[src/rtl/uart_rx.sv]
// 8N1 UART receiver with CPU pop handshake and sticky error flags.
// Define UART_RX_FIFO_EN to replace the single holding register with a 4-entry FIFO.
module uart_rx #(
  parameter int unsigned CLK_FREQ = 27_000_000,
  parameter int unsigned BAUD     = 115200
) (
  input  logic       clk,
  input  logic       rst,
  input  logic       rx,
  input  logic       rd,
  input  logic       err_clr,
  output logic [7:0] data,
  output logic       data_ready,
  output logic       overrun,
  output logic       frame_err
);

  localparam int unsigned CLKS_PER_BIT = CLK_FREQ / BAUD;
  localparam int unsigned HALF         = CLKS_PER_BIT / 2;
  localparam int unsigned CNT_W        = $clog2(CLKS_PER_BIT);
  localparam logic [CNT_W-1:0] HALF_LAST = CNT_W'(HALF - 1);
  localparam logic [CNT_W-1:0] BIT_LAST  = CNT_W'(CLKS_PER_BIT - 1);

  typedef enum logic [2:0] {IDLE, START, DATA, STOP, WAIT_HIGH} state_t;

  state_t           state, next;
  logic [1:0]       sync;
  logic             rx_s;
  logic [CNT_W-1:0] cnt;
  logic [2:0]       bit_idx;
  logic [7:0]       shift;
  logic             cnt_clr, shift_en, push_set, ferr_set;
  logic             push, pop, ovr_set;

  always_ff @(posedge clk) begin
    if (!rst) sync <= '1;
    else      sync <= {sync[0], rx};
  end
  assign rx_s = sync[1];

  always_ff @(posedge clk) begin
    if (!rst) state <= IDLE;
    else      state <= next;
  end

  always_comb begin
    next     = state;
    cnt_clr  = 1'b0;
    shift_en = 1'b0;
    push_set = 1'b0;
    ferr_set = 1'b0;
    case (state)
      IDLE: if (!rx_s) begin
        next    = START;
        cnt_clr = 1'b1;
      end
      START: if (cnt == HALF_LAST) begin
        cnt_clr = 1'b1;
        next    = rx_s ? IDLE : DATA;
      end
      DATA: if (cnt == BIT_LAST) begin
        cnt_clr  = 1'b1;
        shift_en = 1'b1;
        if (bit_idx == 3'd7) next = STOP;
      end
      STOP: if (cnt == BIT_LAST) begin
        cnt_clr = 1'b1;
        if (rx_s) begin
          push_set = 1'b1;
          next     = IDLE;
        end else begin
          ferr_set = 1'b1;
          next     = WAIT_HIGH;
        end
      end
      WAIT_HIGH: if (rx_s) next = IDLE;
      default: next = IDLE;
    endcase
  end

  // The push is registered so the byte lands one cycle after the stop sample;
  // shift cannot change in that cycle because a new frame needs START first.
  always_ff @(posedge clk) begin
    if (!rst) begin
      cnt     <= '0;
      bit_idx <= '0;
      shift   <= '0;
      push    <= 1'b0;
    end else begin
      cnt  <= cnt_clr ? '0 : cnt + CNT_W'(1);
      push <= push_set;
      if (state == START) bit_idx <= '0;
      else if (shift_en)  bit_idx <= bit_idx + 3'd1;
      if (shift_en) shift <= {rx_s, shift[7:1]};
    end
  end

`ifdef UART_RX_FIFO_EN
  logic [7:0] mem [4];
  logic [1:0] wptr, rptr;
  logic [2:0] count;
  logic       accept;

  assign pop        = rd && (count != 3'd0);
  assign accept     = push && ((count != 3'd4) || pop);
  assign ovr_set    = push && !accept;
  assign data       = mem[rptr];
  assign data_ready = (count != 3'd0);

  always_ff @(posedge clk) begin
    if (!rst) begin
      for (int unsigned i = 0; i < 4; i++) mem[i] <= '0;
      wptr  <= '0;
      rptr  <= '0;
      count <= '0;
    end else begin
      if (accept) begin
        mem[wptr] <= shift;
        wptr      <= wptr + 2'd1;
      end
      if (pop) rptr <= rptr + 2'd1;
      case ({accept, pop})
        2'b10:   count <= count + 3'd1;
        2'b01:   count <= count - 3'd1;
        default: count <= count;
      endcase
    end
  end
`else
  logic [7:0] hold;
  logic       full;

  assign pop        = rd && full;
  assign ovr_set    = push && full && !pop;
  assign data       = hold;
  assign data_ready = full;

  always_ff @(posedge clk) begin
    if (!rst) begin
      hold <= '0;
      full <= 1'b0;
    end else if (push && (!full || pop)) begin
      hold <= shift;
      full <= 1'b1;
    end else if (pop) begin
      full <= 1'b0;
    end
  end
`endif

  always_ff @(posedge clk) begin
    if (!rst) begin
      overrun   <= 1'b0;
      frame_err <= 1'b0;
    end else begin
      overrun   <= ovr_set  | (overrun   & ~err_clr);
      frame_err <= ferr_set | (frame_err & ~err_clr);
    end
  end

endmodule

[config.mk]
export PLATFORM = sky130hd
export DESIGN_NAME = uart_rx
export DESIGN_NICKNAME = d
export VERILOG_FILES = /design/src/rtl/uart_rx.sv
export SDC_FILE = /design/constraint.sdc
export NUM_CORES = 1
export LEC_CHECK = 0
export BUFFER_PORTS_ARGS = -buffer_cell sky130_fd_sc_hd__buf_2
export CAP_MARGIN = 10
export CORE_UTILIZATION = 40
export DETAILED_ROUTE_END_ITERATION = 8
export GPL_TIMING_DRIVEN = 0
export PLACE_DENSITY = 0.54
export SYNTH_ARGS = -nofsm -noshare
export SYNTH_HDL_FRONTEND = slang
export SYNTH_SLANG_ARGS = --single-unit
[constraint.sdc]
create_clock -name clk -period 3.6 [get_ports clk]
set_input_delay 0.9 -clock clk [delete_from_list [all_inputs] [get_ports clk]]
set_output_delay 0.9 -clock clk [all_outputs]
set_load 0.01 [all_outputs]
==> results by group <==
Outcome
  – Status: completed

Floorplan
  – Die Ht: 66.3 um
  – Row count: 22
  – Die X: 66.3 um
  – Core Area: 3800 um^2
  – Initial core utilization: 43.5%
  – I/O pins: 16
  – Full die area: 4390 um^2

Timing
  – Worst-margin pin slew: 0.599 ns
  – Tcrit/Tclk final: 48.9%
  – Final setup fails: 0
  – Setup_tns: 0 ns
  – Max Slew Vio Count: 0
  – Slew HR: 60.0%
  – Fmax: 568 MHz
  – Endpoints failing hold: 0
  – Fin Clk Skew: 0.00360 ns
  – Unrepaired setup endpoints after global routing: false
  – Post-layout min period: 1.76 ns

Setup path
  – R2R depth: 5
  – CP endpoint: bit_idx[1]
  – Worst setup SP type: flop
  – Reg2reg end: bit_idx[1]
  – CP Capture Type: flop
  – Critical Path AT: 1.93 ns
  – Worst-path maximum fanout: 6
  – Worst EP required: 3.77 ns
  – Crit. Startpoint: cnt[0]
  – Crit Path Class: flop to flop
  – Worst R2R Setup Slack: 1.84 ns
  – Worst r2r src: cnt[0]

Clock tree
  – Clock transition at path regs: 0.07 ns
  – Post-CTS sizing: 0
  – Max Buffers Root-to-Sink: 2
  – Clock Latency Late Sink: 0.29 ns
  – CTS root buf: clkbuf_8
  – CTS tree: done
  – CTS sink cnt: 36
  – CTS buffer count: 5
  – Post-CTS Setup Bufs: 0
  – H-tree levels: 2
  – Post-CTS Hold Fix Bufs: 0

Synthesis
  – Post-synthesis mux area share: 10.9%
  – Post-synth EDFFs: 0
  – Synthesized area per cell: 10.3 um^2
  – Asr flop ratio synth: 0%
  – Adder-cell share of the synthesized area: 3.79%
  – Simple-gate share of the synthesized area: 24.9%
  – Synth Instances: 161
  – Top_reg_cell synth: dfxtp_1
  – Synth top area share: 43.6%
  – Largest family of logic cells by synthesized area: simple AND/OR/NAND/NOR gates
  – Synth area leader: dfxtp_1
  – Syn nets: 171
  – Register area share after synthesis: 43.6%
  – Yosys reg bits: 36
  – Post-Syn Area: 1650 um^2
  – Yosys warning count: 0
  – Post-synthesis compound-gate area fraction: 6.06%
  – Xor/xnor share of the synthesized area: 4.24%
  – Synth unique cells: 41
  – Largest cells by area after synthesis: dfxtp_1, mux2i_1, nor2b_1

Global routing
  – Tot GR Track Use: 15.8%
  – Vias in the first global route: 1152
  – Initial antenna violation count: 0
  – Congestion Overflow GR: 0
  – Global-route wire length before repair: 4980 um
  – Largest net degree at the start of global routing: 12

Detailed routing
  – Drc violations: 0
  – Post-Route WL: 2850 um
  – Routed vias: 1158
  – Detail Route Antenna Nets: 0
  – Drt wl/cell: 12.3 um
  – DR iter-0 viols: 33
  – Pre-antenna DRT Iters: 4
  – Vias per cell: 5.01

Flow run
  – Total of max-cap violations: 0

Finish
  – Nets: 192
  – Core Util, Final: 49.7%
  – Layout fillers: 367
  – Layout cells sized above 1: 19.7%
  – Area Overhead vs Synth: 14.4%
  – # diodes: 0

Worst hold path
  – Hold Crit Class: flop to flop

Place
  – Buffers on Ports: 14
  – Post-DP HPWL: 2060 um
  – Gpl congestion: 0.807

Power
  – Pleak: 0.769 nW
  – PwrDens: 422 nW/um^2
  – Maximum vdd drop: 0.000204 V
[stage by stage]
stage	setup slack [ns]	cell area (um^2)	hold slack, ns	total power [mW]	instances
5_1_grt	1.71	1890	0.445	0.838	231
6_report	1.84	1890	0.418	0.797	231
4_1_cts	1.81	1890	0.427	0.810	231
2_1_floorplan	1.88	1650	0.386	0.447	161
3_5_place_dp	1.55	1780	0.409	0.458	223
3_3_place_gp	1.56	1780	0.402	0.457	223
[cell usage after synthesis, types with 2 or more instances]
| master | number |
|---|---|
| a21oi_1 | 4 |
| and3_1 | 3 |
| buf_6 | 3 |
| clkbuf_1 | 2 |
| dfxtp_1 | 36 |
| ha_1 | 5 |
| inv_1 | 3 |
| mux2i_1 | 18 |
| nand2_1 | 11 |
| nand2b_1 | 4 |
| nand3_1 | 5 |
| nand3b_1 | 2 |
| nand4_1 | 4 |
| nor2_1 | 17 |
| nor2b_1 | 11 |
| o21a_1 | 2 |
| xnor2_1 | 4 |
| xor2_1 | 4 |
[cell families after synthesis]
group,Yosys count
and+or+nand+nor,69
DFF,36
muxes,18
AOI/OAI and AO/OA,13
buffers and inverters,12
xor gates and xnor gates,8
adders and majority gates,5
[cell usage in the layout (no fill, tap or decap), types with 2 or more instances in the layout]
cell,count
clkbuf_1,3
nand2b_1,4
xor2_1,4
mux2i_1,18
nand3_1,5
buf_6,3
a21oi_1,4
and3_1,3
ha_1,5
buf_2,15
nand2_1,11
nand4_1,4
xnor2_1,4
nor2_1,17
nand3b_1,2
nor2b_1,11
o21a_1,2
clkbuf_8,5
inv_1,3
dfxtp_1,36
[layer usage]
metal | GRT usage (%) | share of wire (%)
met1 | 17.3 | 47
met2 | 25.9 | 47
met3 | 6.72 | 3.9
met4 | 8.24 | 2.1
met5 | 0 | 0
[how the worst min path moves through the flow]
stage | from | endpoint | slack, ns | cells after the start
after global placement | sync[0] | sync[1] | 0.40 | 1
after floorplan | sync[0] | sync[1] | 0.39 | 1
after global routing | sync[0] | sync[1] | 0.44 | 1
final | sync[0] | sync[1] | 0.42 | 1
after detailed placement | sync[0] | sync[1] | 0.41 | 1
after CTS | sync[0] | sync[1] | 0.43 | 1
[state kept, by name, summed over array words and instances, names as in the netlist, 2 cells and up]
register / cells
cnt: 8
sync: 2
state: 3
shift: 8
bit_idx: 3
data: 8
[critical path: stages, from the launching register on]
cell     delay [ns]
dfxtp_1        0.42
ha_1           0.21
or3b_4         0.40
nor4_4         0.32
mux2i_1        0.23
nor2_1         0.05
[where the power goes]
part	internal (mW)	total (mW)	leakage, nW	switching, mW
sequential	0.403	0.407	0.291	0.00407
clock	0.205	0.349	0.0552	0.143
combinational	0.0190	0.0410	0.422	0.0220
total	0.627	0.797	0.769	0.170
[final cells by class]
cell class,count,area [um^2],share of cell area [%]
plain buffers,8,91.3,4.83
flip-flops and latches,36,721,38.1
repair buffers,14,70.1,3.71
well taps,48,60.1,3.18
clock buffers,6,72.6,3.84
multi-input cells,113,825,43.6
inverters,4,15.0,0.795
clock inverters,2,35.0,1.85
Note: power is estimated with default switching activity, not from simulation.
